--- config.mk ---
export PLATFORM = sky130hd
export DESIGN_NAME = piso_flat
export DESIGN_NICKNAME = d
export VERILOG_FILES = /design/src/rtl/piso_if.sv /design/src/rtl/piso.sv /design/src/flat_wrapper.sv
export SDC_FILE = /design/constraint.sdc
export NUM_CORES = 1
export LEC_CHECK = 0
export ABC_AREA = 1
export BUFFER_PORTS_ARGS = -buffer_cell sky130_fd_sc_hd__buf_2
export CAP_MARGIN = 40
export CORE_MARGIN = 4
export CORE_UTILIZATION = 45
export CTS_CLUSTER_DIAMETER = 60
export DETAILED_ROUTE_END_ITERATION = 7
export GPL_ROUTABILITY_DRIVEN = 0
export HOLD_SLACK_MARGIN = 0.08
export PLACE_DENSITY = 0.66
export REMOVE_ABC_BUFFERS = 1
export SYNTH_ARGS = -nofsm -noshare
export SYNTH_HDL_FRONTEND = slang
export SYNTH_SLANG_ARGS = --single-unit
export TNS_END_PERCENT = 50
--- constraint.sdc ---
create_clock -name clk_i -period 1.7 [get_ports clk_i]
set_input_delay 0.085 -clock clk_i [delete_from_list [all_inputs] [get_ports clk_i]]
set_output_delay 0.085 -clock clk_i [all_outputs]
set_load 0.01 [all_outputs]
--- src/rtl/piso_if.sv ---
// Handshake bundle for the parallel-in serial-out converter: word-in ready/valid, element-out valid/yumi.
interface piso_if #(
    parameter int unsigned width_p = 1,
    parameter int unsigned depth_p = 8
);
    logic                         valid_i;
    logic [width_p*depth_p-1:0]   data_i;
    logic                         ready_o;
    logic                         valid_o;
    logic [width_p-1:0]           data_o;
    logic                         yumi_i;
    logic                         last_o;

    modport master (
        output valid_i, data_i, yumi_i,
        input  ready_o, valid_o, data_o, last_o
    );

    modport slave (
        input  valid_i, data_i, yumi_i,
        output ready_o, valid_o, data_o, last_o
    );
endinterface

--- src/rtl/piso.sv ---
// Parallel-in, serial-out converter: loads a packed word of depth_p elements and
// emits them one per yumi, with back-to-back reload on the final element.
module piso #(
    parameter int unsigned width_p     = 1,
    parameter int unsigned depth_p     = 8,
    parameter logic        msb_first_p = 1'b0
) (
    input  logic   clk_i,
    input  logic   reset_i,
    piso_if.slave  bus
);
    localparam int unsigned TOT_W = width_p * depth_p;
    localparam int unsigned CNT_W = $clog2(depth_p);

    typedef enum logic {IDLE, SHIFT} state_t;

    state_t             r_state, w_state_n;
    logic [CNT_W-1:0]   r_count, w_count_n;
    logic [TOT_W-1:0]   r_shift, w_shift_n;
    logic               w_last;

    always_ff @(posedge clk_i or posedge reset_i) begin
        if (reset_i) begin
            r_state <= IDLE;
            r_count <= '0;
            r_shift <= '0;
        end else begin
            r_state <= w_state_n;
            r_count <= w_count_n;
            r_shift <= w_shift_n;
        end
    end

    // Head element sits at the bottom (LSB-first) or top (MSB-first) of the shift register.
    always_comb begin
        w_last      = (r_state == SHIFT) && (r_count == CNT_W'(depth_p - 1));
        bus.valid_o = (r_state == SHIFT);
        bus.last_o  = w_last;
        bus.ready_o = (r_state == IDLE) | (w_last & bus.yumi_i);
        if (msb_first_p)
            bus.data_o = r_shift[TOT_W-1 -: width_p];
        else
            bus.data_o = r_shift[width_p-1:0];
    end

    always_comb begin
        w_state_n = r_state;
        w_count_n = r_count;
        w_shift_n = r_shift;
        unique case (r_state)
            IDLE: begin
                if (bus.valid_i) begin
                    w_shift_n = bus.data_i;
                    w_count_n = '0;
                    w_state_n = SHIFT;
                end
            end
            SHIFT: begin
                if (bus.yumi_i) begin
                    if (!w_last) begin
                        w_count_n = r_count + CNT_W'(1);
                        if (msb_first_p)
                            w_shift_n = r_shift << width_p;
                        else
                            w_shift_n = r_shift >> width_p;
                    end else if (bus.valid_i) begin
                        w_shift_n = bus.data_i;
                        w_count_n = '0;
                    end else begin
                        // Clear so data_o reads zero while idle, as after reset.
                        w_shift_n = '0;
                        w_count_n = '0;
                        w_state_n = IDLE;
                    end
                end
            end
            default: begin
                w_state_n = IDLE;
            end
        endcase
    end
endmodule

--- src/flat_wrapper.sv ---
// flat-port wrapper written by rule: the top's interface ports become plain ports
module piso_flat 
#(
    parameter int unsigned width_p     = 1,
    parameter int unsigned depth_p     = 8,
    parameter logic        msb_first_p = 1'b0
)
  (clk_i, reset_i, bus_valid_i, bus_data_i, bus_yumi_i, bus_ready_o, bus_valid_o, bus_data_o, bus_last_o);
  piso_if #(.width_p(width_p), .depth_p(depth_p)) bus_i ();
  input  logic clk_i;
  input  logic reset_i;
  input wire logic [$bits(bus_i.valid_i)-1:0] bus_valid_i;
  input wire logic [$bits(bus_i.data_i)-1:0] bus_data_i;
  input wire logic [$bits(bus_i.yumi_i)-1:0] bus_yumi_i;
  output wire logic [$bits(bus_i.ready_o)-1:0] bus_ready_o;
  output wire logic [$bits(bus_i.valid_o)-1:0] bus_valid_o;
  output wire logic [$bits(bus_i.data_o)-1:0] bus_data_o;
  output wire logic [$bits(bus_i.last_o)-1:0] bus_last_o;
  assign bus_i.valid_i = bus_valid_i;
  assign bus_i.data_i = bus_data_i;
  assign bus_i.yumi_i = bus_yumi_i;
  assign bus_ready_o = bus_i.ready_o;
  assign bus_valid_o = bus_i.valid_o;
  assign bus_data_o = bus_i.data_o;
  assign bus_last_o = bus_i.last_o;
  piso #(.width_p(width_p), .depth_p(depth_p), .msb_first_p(msb_first_p)) u_core (.clk_i(clk_i), .reset_i(reset_i), .bus(bus_i));
endmodule
# Word-level counts from Yosys, hierarchy flattened
# Cells that the tools add are included.
# Widths: inputs -> output; s select.
[op_classes]
n_addsub = 1
n_mul = 0
n_div = 0
order_cmp = 0
n_eq_ne = 3
n_shift = 0
mux = 13
bitwise = 3
reduce_logical = 2
[op_table]
columns = ["cell", "n"]
rows = [
  ["$mux 8", 4],
  ["$pmux 8 s2", 1],
  ["$mux 3", 3],
  ["$pmux 3 s2", 1],
  ["$ne 2x2->1 const B", 2],
  ["$add 3x1->3 const B", 1],
  ["$eq 3x3->1 const B", 1],
  ["$mux 1", 3],
  ["$pmux 1 s2", 1],
  ["$reduce_and 2->1", 1],
  ["$and 1x1->1", 1],
  ["$logic_and 1x1->1", 1],
  ["$not 1->1", 1],
  ["$or 1x1->1", 1],
]
[totals]
reg_bits = 12
latch_bits = 0
mem_bits_rw = 0
mem_bits_ro = 0
word_cells = 25
memories = 0

# Depth between registers and ports, before layout
[depth]
ltp_word = 5
mapped_depth = 7
depth_no_buf = 7

# Worst setup path before layout
# No wires, ideal clock.
[synth_path]
path_type = "flip-flop to flip-flop"
from = "reg u_core.r_count[0]"
to = "reg u_core.r_shift[6]"
setup_time_ps = 117
arrival_ps = 1171
setup_slack_ps = 412
path_stages_with_launch = 7
path_buffers = 0
period_less_slack_ps = 1288
path_cell_list = "dfrtp_1 ha_1 ha_1 nand2_1 a21oi_1 nor2_2 nor2_1"
[synth_between]
elab_chain_len = 5
[synth_rtl]
columns = ["item", "line", "rtl"]
rows = [
  ["start: declaration", "piso.sv:18", "logic [CNT_W-1:0] r_count, w_count_n;"],
  ["start signal: assignment", "piso.sv:29", "r_count <= w_count_n;"],
  ["$eq 3x3->1", "piso.sv:36", "w_last = (r_state == SHIFT) && (r_count == CNT_W'(depth_p - 1));"],
  ["$logic_and 1x1->1", "piso.sv:36", ""],
  ["$mux 8", "piso.sv:60", "if (!w_last) begin"],
  ["$mux 8", "piso.sv:59", "if (bus.yumi_i) begin"],
  ["$pmux 8 s2", "piso.sv:50", "unique case (r_state)"],
  ["end signal: assignment", "piso.sv:30", "r_shift <= w_shift_n;"],
  ["end: declaration", "piso.sv:19", "logic [TOT_W-1:0] r_shift, w_shift_n;"],
]
# Every way passes these cells. The select of a mux whose other input is x is not followed.
# A chain may end at the register's enable or synchronous reset.

# Worst setup path after layout
[layout_path]
from = "reg u_core.r_count[0]"
to = "out bus_ready_o"
[layout_between]
elab_chain_len = 4
[layout_rtl]
columns = ["item", "line", "rtl"]
rows = [
  ["$eq 3x3->1", "piso.sv:36", ""],
  ["$logic_and 1x1->1", "piso.sv:36", ""],
  ["$and 1x1->1", "piso.sv:39", "bus.ready_o = (r_state == IDLE) | (w_last & bus.yumi_i);"],
  ["$or 1x1->1", "piso.sv:39", ""],
  ["end: declaration", "flat_wrapper.sv:15", "output wire logic [$bits(bus_i.ready_o)-1:0] bus_ready_o;"],
]
# Every way passes these cells.

==> flow_metrics.env <==
export IMPL_cts_sinks=12
export IMPL_ys_ff_latch=12
export IMPL_wirelength_um=1390
export IMPL_ys_seq_area_share_pct=43.1
export IMPL_crit_start="u_core.r_count[0]"
export IMPL_peakVddDrop_uv=670
export IMPL_grt_max_degree=19
export IMPL_ant_nets=0
export IMPL_die_h_um=47.4
export IMPL_setup_tns_ns=0
export IMPL_cts_setup_buffers=0
export IMPL_avgSynthCellArea_um2=7.49
export IMPL_finalHoldViolCount=0
export IMPL_end_kind="output port"
export IMPL_hold_class="input port to register"
export IMPL_h_tree_depth=1
export IMPL_drc=0
export IMPL_yosysMostFrequentCell="nor2_1"
export IMPL_reg2reg_from="u_core.r_count[0]"
export IMPL_hpwlAfterDp_um=953
export IMPL_io_pins=16
export IMPL_yosys_warnings=0
export IMPL_cts_tree="built"
export IMPL_syn_area_um2=697
export IMPL_yosys_area_top_type="dfrtp_1"
export IMPL_synth_async_reset_ratio_pct=100
export IMPL_cap_violations=0
export IMPL_synth_cell_types=16
export IMPL_synth_edf_count=0
export IMPL_num_vias=619
export IMPL_n_antenna_cell=0
export IMPL_slew_violations=0
export IMPL_gr_total_overflow=0
export IMPL_ys_top_cells_by_area="dfrtp_1 (43%), nor2_1 (11%), nand3_1 (8.6%)"
export IMPL_finalSetupViolCount=0
export IMPL_drtIter0Drc=12
export IMPL_vias_per_cell=4.84
export IMPL_required_ns=1.62
export IMPL_cts_buffers=3
export IMPL_cp_max_fo=4
export IMPL_nets=128
export IMPL_start_util_pct=50.4
export IMPL_dp_slack_ns=0.271
export IMPL_cp_data_arrival_time_ns=1.35
export IMPL_grt_pass1_wl_um=2220
export IMPL_status="finished clean"
export IMPL_dr_pass1_iters=6
export IMPL_rsz0062_at_grt="no"
export IMPL_cellLeakagePower_nw=0.485
export IMPL_slew_headroom_pct=67.6
export IMPL_die_w_um=47.4
export IMPL_synthTopCellsByCount="nor2_1 (20), inv_1 (14), nand2_1 (14)"
export IMPL_wl_per_cell_um=10.8
export IMPL_grt_pass1_vias=546
export IMPL_root_buffer="clkbuf_4"
export IMPL_worst_slack_ns=0.262
export IMPL_fin_cells=128
export IMPL_fillers=131
export IMPL_grt_use_total_pct=14.7
export IMPL_synth_top_cell_area_share_pct=43.1
export IMPL_clk_pin_slew_ns=0.08
export IMPL_rows=13
export IMPL_worstMarginPinSlew_ns=0.486
export IMPL_min_delay_start="bus_yumi_i"
export IMPL_antenna_found_initial=0
export IMPL_max_freq_ghz=0.695
export IMPL_synth_main_ff_cell="dfrtp_1"
export IMPL_finalCriticalPeriod_ns=1.44
export IMPL_cts_path_max_buffers=2
export IMPL_fin_util_pct=60.1
export IMPL_synthCells=93
export IMPL_crit_type="register to output port"
export IMPL_min_period_over_period_pct=84.6
export IMPL_syn_to_final_growth_pct=19.2
export IMPL_clkLatencyLatePin_ns=0.28
export IMPL_p_per_area_nw_per_um2=1300
export IMPL_finalClockSkew_ns=0.00180
export IMPL_drive_gt1_share_pct=23.0
export IMPL_die_area_um2=2240
export IMPL_core_region_area_um2=1380
export IMPL_portBuffers=15
export IMPL_dp_cells=121
export IMPL_startpoint_type="register"
[registers in the layout (all words and copies together) (netlist names)]
register and count:
u_core.bus.valid_o 1, u_core.r_shift 8, u_core.r_count 3
[critical path: stages, from the launching register on]
cell	delay (ns)
dfrtp_1	0.39
ha_1	0.20
ha_1	0.22
nand2_1	0.08
nand2_1	0.05
buf_2	0.14
[logic make-up after synthesis]
family | Yosys count | share of synthesized area, %
AOI/OAI and AO/OA | 10 | 7.54
adders and majority gates | 2 | 3.59
buffers and inverters | 18 | 12.9
DFF | 12 | 43.1
and+or+nand+nor | 51 | 32.9
[layout make-up]
type | instances | area [um2] | area share, %
multi-input cells | 63 | 307 | 36.9
flip-flops and latches | 12 | 300 | 36.1
repair buffers | 19 | 113 | 13.6
inverters | 15 | 56.3 | 6.78
clock buffers | 4 | 36.3 | 4.37
well taps | 15 | 18.8 | 2.26
[report_power, final]
part	internal (mW)	switching [mW]
Sequential	0.395	0.0623
Clock	0.130	0.104
Combinational	0.169	0.220
[timing repair]
action | in CTS | in global routing
endpoints found under the hold margin | 14 | 0
hold buffers | 3 | 0
gates resized for setup | 0 | 0
[layer usage]
metal	routed length, um	vias to the layer above	global-route usage, %
li1	-	329	-
met3	98	5	3.45
met4	35	0	9.94
met2	612	19	23.3
met5	0	-	0
met1	639	266	17.4
[final timing paths]
kind	endpoint	slack, ns	cells past startpoint
min	u_core.bus.valid_o	0.12	4
min reg2reg	u_core.r_shift[7]	0.53	2
max in group asynchronous	u_core.r_count[1]	1.02	3
min in group asynchronous	u_core.r_count[2]	0.35	3
max	bus_ready_o	0.26	5
max reg2reg	u_core.r_shift[6]	0.26	6
[cell usage in the layout (no fill, tap or decap)]
cell type / n
a22oi_1: 1
ha_1: 2
nand3_1: 12
nand2_1: 14
dfrtp_1: 12
buf_2: 15
inv_1: 14
o21ai_0: 2
nand2_4: 2
clkbuf_4: 3
clkbuf_8: 1
buf_4: 1
inv_2: 1
nor2_2: 1
a21oi_1: 7
nor2_1: 20
dlygate4sd3_1: 3
nand2_2: 2
[through the flow]
| step | instance area, um2 | total power [mW] | hold slack, ns |
|---|---|---|---|
| final | 831 | 1.08 | 0.118 |
| after global routing | 831 | 1.19 | 0.160 |
| after CTS | 831 | 1.09 | 0.122 |
| after detailed placement | 764 | 0.852 | 0.123 |
| after global placement | 764 | 0.835 | 0.126 |
| after floorplan | 663 | 0.742 | -0.0503 |
No activity file was read; power rests on OpenSTA's default activity.
